### src/rtl/clint.sv
// clint: core-local interruptor holding msip, mtimecmp and mtime behind a request/response port
module clint #(
  parameter int unsigned DIV = 1
) (
  input  logic        clk,
  input  logic        rst,
  input  logic        req_vld,
  output logic        req_rdy,
  input  logic        req_we,
  input  logic [15:0] req_addr,
  input  logic [63:0] req_wdat,
  input  logic [7:0]  req_wstb,
  output logic        rsp_vld,
  input  logic        rsp_rdy,
  output logic [63:0] rsp_dat,
  output logic        rsp_err,
  output logic [63:0] out_time,
  output logic [63:0] out_ip
);
  typedef enum logic {IDLE, RESP} state_t;
  localparam logic [15:0] PMAX = 16'(DIV - 1);
  state_t state, state_n;
  logic [63:0] mtime, mtimecmp, rd;
  logic [15:0] pcnt;
  logic [12:0] word;
  logic msip, mtip, acc, tick, sel_msip, sel_cmp, sel_time, hit, wr;
  function automatic logic [63:0] merge(input logic [63:0] old, input logic [63:0] wd, input logic [7:0] st);
    logic [63:0] r;
    for (int i = 0; i < 8; i++) r[8*i+:8] = st[i] ? wd[8*i+:8] : old[8*i+:8];
    return r;
  endfunction
  assign word     = req_addr[15:3];
  assign sel_msip = word == 13'h0000;
  assign sel_cmp  = word == 13'h0800;
  assign sel_time = word == 13'h17ff;
  assign hit      = sel_msip | sel_cmp | sel_time;
  assign tick     = pcnt == PMAX;
  assign wr       = acc & req_we;
  assign rd       = sel_msip ? {63'd0, msip} : sel_cmp ? mtimecmp : sel_time ? mtime : 64'd0;
  assign out_time = mtime;
  assign out_ip   = {56'd0, mtip, 3'd0, msip, 3'd0};
  // handshake state register
  always_ff @(posedge clk)
    state <= rst ? IDLE : state_n;
  // handshake next state and ready/valid; a held response blocks new requests
  always_comb begin
    rsp_vld = state == RESP;
    req_rdy = state == IDLE || rsp_rdy;
    acc     = req_vld && req_rdy;
    state_n = acc ? RESP : rsp_rdy ? IDLE : state;
  end
  // response capture at the accepting edge, held until the next acceptance
  always_ff @(posedge clk)
    if (rst) begin
      rsp_dat <= 64'd0;
      rsp_err <= 1'b0;
    end else if (acc) begin
      rsp_dat <= (req_we || !hit) ? 64'd0 : rd;
      rsp_err <= !hit;
    end
  // prescaler and timer; a software write to mtime overrides that cycle's tick
  always_ff @(posedge clk)
    if (rst) begin
      pcnt  <= 16'd0;
      mtime <= 64'd0;
    end else begin
      pcnt  <= tick ? 16'd0 : pcnt + 16'd1;
      mtime <= (wr && sel_time) ? merge(mtime, req_wdat, req_wstb) : tick ? mtime + 64'd1 : mtime;
    end
  // software-writable compare and msip registers, plus the registered timer compare
  always_ff @(posedge clk)
    if (rst) begin
      mtimecmp <= '1;
      msip     <= 1'b0;
      mtip     <= 1'b0;
    end else begin
      mtip     <= mtime >= mtimecmp;
      mtimecmp <= (wr && sel_cmp) ? merge(mtimecmp, req_wdat, req_wstb) : mtimecmp;
      msip     <= (wr && sel_msip && req_wstb[0]) ? req_wdat[0] : msip;
    end
endmodule
### config.mk
export PLATFORM = sky130hd
export DESIGN_NAME = clint
export DESIGN_NICKNAME = d
export VERILOG_FILES = /design/src/rtl/clint.sv
export SDC_FILE = /design/constraint.sdc
export NUM_CORES = 1
export LEC_CHECK = 0
export ABC_AREA = 0
export CORE_MARGIN = 2
export CORE_UTILIZATION = 40
export CTS_CLUSTER_DIAMETER = 100
export DETAILED_ROUTE_END_ITERATION = 8
export PLACE_DENSITY = 0.76
export SETUP_SLACK_MARGIN = 0.1
export SYNTH_ARGS = -nofsm -noshare
export SYNTH_HDL_FRONTEND = slang
export SYNTH_SLANG_ARGS = --single-unit
### constraint.sdc
create_clock -name clk -period 2.7 [get_ports clk]
set_input_delay 0.54 -clock clk [delete_from_list [all_inputs] [get_ports clk]]
set_output_delay 0.54 -clock clk [all_outputs]
set_load 0.005 [all_outputs]
==> results.md, run 1 <==
Clocking:
- The number of levels the H-tree was split into is 1.
- At the later pin of the worst-skew pair, clock insertion delay measures 0.54 ns.
- The master cell of the clock root buffer is sky130_fd_sc_hd__clkbuf_16.
- The number of clock sinks seen by CTS is 212.
- The clock-pin slew of the registers on the worst-case setup and hold paths is 0.06 ns.
- TritonCTS built the clock tree.
- The maximum clock path buffer count is 3.
- The number of buffers added by the clock tree synthesis step is 25.

Worst setup path:
- The worst-path maximum fanout is 9.
- The master of the slowest instance on the critical path is sky130_fd_sc_hd__clkdlybuf4s50_1.
- The register-to-register setup slack is 0.21 ns.
- In this run the worst setup path terminates at out_time[8].
- Data on the critical path is required at its endpoint by 3.16 ns.
- The highest cell delay on the worst timing path is 0.59 ns.
- The worst register-to-register path begins at mtimecmp[2].
- The most used cell along the critical path is sky130_fd_sc_hd__buf_4.
- The worst setup path is launched from a primary input.
- The critical path goes through clkdlybuf4s50_1 > nand4_1 > buf_4 > nor4_2 > buf_4 > a21oi_2 > buf_4 > buf_4 > nor2_1 > o21ai_0 > a21oi_1.
- STA classifies the critical path endpoint as a register.
- Counting cells, the worst reg-to-reg path comes to 9.
- Tracing the worst setup path back leads to its startpoint at req_addr[11].
- In this run the critical register-to-register path is captured at mtip.
- STA puts the critical path data arrival time at 2.95 ns.
- The start-to-end type of the worst setup path is in2reg.

Global routing:
- The layer carrying the most global-route usage is met2.
- The number of global-route vias before repair is 12,616.
- The number of antenna violations at the first check in global routing is 1.
- The first global-routing pass estimated 68,040 um of wire.
- The total overflow reported by the global router is 0.
- Global routing consumed, on the met3 layer, 4.304% of the routing resources.
- The all-layer global routing usage is 26.67%.
- In the global route stage, met1 resource usage came out at 34.48%.
- Global routing used 44.49% of the available met2 tracks.
- The pin count of the biggest net entering global routing is 83.

Layout:
- The filler cell count in the final layout is 2,740.
- After routing the design area is 16,840 um^2.
- The flip-flop and latch area is 4244 um^2.
- The multi-input logic area is 7151 um^2.
- The number of nets at the end of the flow is 2,006.
- Of the cells placed in the final design, the portion with a size suffix greater than 1 is 15.34%.
- The antenna diode count is 0.
- Compared with the post-synthesis result, the final layout area differs by 37.53%.

Synth:
- The netlist uses 78 different library cells.
- By area the synthesized netlist is led by sky130_fd_sc_hd__dfxtp_1 35%, sky130_fd_sc_hd__ha_1 6.8%, sky130_fd_sc_hd__a22o_1 4.2%.
- The prevailing post-synth register cell is sky130_fd_sc_hd__dfxtp_1.
- After synthesis, the mean cell area works out to 8.205 um^2.
- The gate count of the mapped netlist is 1,492.
- Of all cell types, the one taking the most synthesized area is sky130_fd_sc_hd__dfxtp_1.
- The dominant cell by count in the synthesized netlist is sky130_fd_sc_hd__dfxtp_1.
- Yosys printed 0 warnings.
- The fraction of post-synthesis cell area in the top cell type by area is 34.67%.
- The share of synthesized area occupied by flip-flops and latches is 34.67%.
- By count the netlist is led by 212 x sky130_fd_sc_hd__dfxtp_1, 137 x sky130_fd_sc_hd__nand2_1, 136 x sky130_fd_sc_hd__nor2_1.
- The async set or reset register ratio after synthesis is 0%.
- The area of the mapped netlist is 12,240 um^2.
- The number of synthesized flops with an enable pin is 0.
- The number of register bits inferred by synthesis is 212.

Power:
- For this design the ratio of total power to cell area is 423.3 nW/um^2.
- Combinational cells account for 5.9% of the total power.
- Net switching is 23.35% of the power.
- Cell internal power was estimated by the tool at 5464 uW.
- Of the total power, the clock network draws 50.1%.
- The reported leakage power is 0.007290 uW.
- The worst-case IR drop observed on VDD is 0.0004049 V.
- The share of power burned in registers is 44.0%.
- For this design the total switching power over the nets is 1664 uW.

Placement:
- Once detailed placement completed, the half-perimeter wirelength came to 32,660 um.
- The last weighted congestion value of the routability-driven placer is 0.9662.
- During placement, the flow inserted port buffers numbering 222.
- The post-detailed-placement cell area is 15,940 um^2.
- The worst slack at placement is -0.2637 ns.

Floorplan:
- 288 I/O pins were placed.
- The number of standard-cell rows in the floorplan is 64.
- The die is 178.9 um wide.
- The effective utilization at floorplan is 40.34%.
- The region available for standard cell placement spans 30,350 um^2.
- The die covers 32,020 um^2.
- The floorplan step set the die height to 178.9 um.

Timing:
- Setup violations remaining at the end of the flow were counted as 0.
- The final count of hold timing violations was 0.
- The final critical-path required period is 2.494 ns.
- The hold slack is 0.4210 ns.
- The final count of pins violating max slew was 0.
- Based on the critical path, the design can be clocked at up to 400.9 MHz.
- In the final timing run, aggregate negative setup slack is 0 ns.
- Of the available clock period, the critical path in the final layout requires 92.39%.
- The final setup skew is 0.01884 ns.
- At the pin with the least slew margin, the transition time is 0.5763 ns.
- Once routing completed, OpenROAD measured the worst setup slack at 0.2055 ns.
- The relative slew slack is 61.51%.
- Setup repair after global routing could not meet its margin everywhere.

Detailed routing:
- The overall routed net length is 43,660 um.
- The remaining design rule violation count is 0.
- The first detailed-routing pass took 5 iterations.
- The number of vias in the routed layout is 13,033.
- The detailed router finished its first iteration with 1,135 violations.
- In the final routed layout, each cell accounts on average for 19.32 um.
- The via density per instance is 5.767.
- The count of nets left with antenna violations once routing finished came out at 0.

Hold path:
- The tightest min-delay check is of the in2reg type.
- The origin of the worst min-delay path is rst.
- The worst hold path stage count is 2.

Outcome:
- The flow ran to the end, and the final reports show no timing, DRC or antenna violations.

Flow run:
- Across the run, the number of max-cap violations was 0.
==> final cells by class <==
cell class              instances  area share [%]
clock buffers                  35           4.295
clock inverters                10          0.8026
inverters                      77           1.717
multi-input cells            1111           42.47
flip-flops and latches        212           25.21
well taps                     396           2.943
repair buffers                419           22.56
==> routing by layer <==
layer / part of all wire, % / vias to the layer above
met2: 47 / 630
met4: 3.5 / 2
li1: - / 6116
met1: 42 / 6191
met5: 0.037 / -
met3: 7.9 / 94
==> registers in the layout (all words and copies together) (netlist names) <==
signal / flops
msip: 1
mtimecmp: 64
mtip: 1
out_time: 64
pcnt: 16
rsp_dat: 64
rsp_err: 1
rsp_vld: 1
==> per-stage QoR <==
step	total power, uW	util [%]	std cells
2_1_floorplan	3405	-	1553
3_3_place_gp	3610	52.51	2214
3_5_place_dp	3614	52.51	2214
4_1_cts	7142	55.38	2259
5_1_grt	7311	55.47	2260
6_report	7128	55.47	2260
==> worst min path at each step <==
stage                     slack, ns           end
after detailed placement       0.46  mtimecmp[56]
final                          0.42   rsp_dat[50]
after global routing           0.44    rsp_dat[4]
after floorplan                0.44  mtimecmp[56]
after global placement         0.45       pcnt[0]
after CTS                      0.42    rsp_dat[4]
==> critical path, delay by kind of cell <==
| family | cells | cell delay [ns] |
|---|---|---|
| buffers and inverters | 5 | 1.41 |
| AO/OA/AOI/OAI | 3 | 0.39 |
| AND/OR/NAND/NOR | 3 | 0.62 |
==> power by group through the flow <==
stage          clock network, uW  logic [uW]  registers, uW
2_1_floorplan                  0         195           3210
3_3_place_gp                   0         404           3210
3_5_place_dp                   0         408           3210
4_1_cts                     3600         410           3140
5_1_grt                     3730         444           3140
6_report                    3570         418           3140
==> cell families after synthesis <==
family	synth area share [%]
fa+ha+maj	6.848
mux	1.451
buf+inv	9.403
compound gates	23.27
other cells	0.03063
xor+xnor	1.145
flops	34.67
simple gates	23.18
==> cells in the final DEF, fill, tap and decap left out, drive strengths merged, types with 21 or more instances in the layout <==
master,Yosys,layout
nand3,70,70
buf,92,198
a22oi,67,67
a21oi,78,78
inv,77,79
ha,67,67
nor4,31,31
o211ai,52,52
and3,34,34
dfxtp,212,212
a211oi,23,23
clkbuf,61,35
nor2,138,138
o21ai,51,51
nand4,35,35
nor3,39,39
conb,1,62
clkdlybuf4s50,0,221
nand2,137,137
a22o,59,59
and4,21,21
==> what timing repair did <==
action,CTS,global route
setup endpoints to repair,1,6
resized for setup,3,3
pin swaps,0,4
hold buffers,0,0
buffers inserted,0,1
(Power assumes the default switching activity.)
==> inputs of run 2 (changes only) <==
--- a/config.mk
+++ b/config.mk
@@ -6,6 +6,7 @@
 export NUM_CORES = 1
 export LEC_CHECK = 0
 export ABC_AREA = 0
+export CAP_MARGIN = 5
 export CORE_MARGIN = 2
 export CORE_UTILIZATION = 40
 export CTS_CLUSTER_DIAMETER = 100
==> results of run 2 <==
Final layout, timing and power as in run 1 (identical DEF).
==> inputs of run 3 (changes only) <==
--- a/config.mk
+++ b/config.mk
@@ -13,6 +13,7 @@
 export DETAILED_ROUTE_END_ITERATION = 8
 export PLACE_DENSITY = 0.76
 export SETUP_SLACK_MARGIN = 0.1
+export SKIP_LAST_GASP = 1
 export SYNTH_ARGS = -nofsm -noshare
 export SYNTH_HDL_FRONTEND = slang
 export SYNTH_SLANG_ARGS = --single-unit
==> results of run 3 <==
Final layout, timing and power as in run 1 (identical DEF).
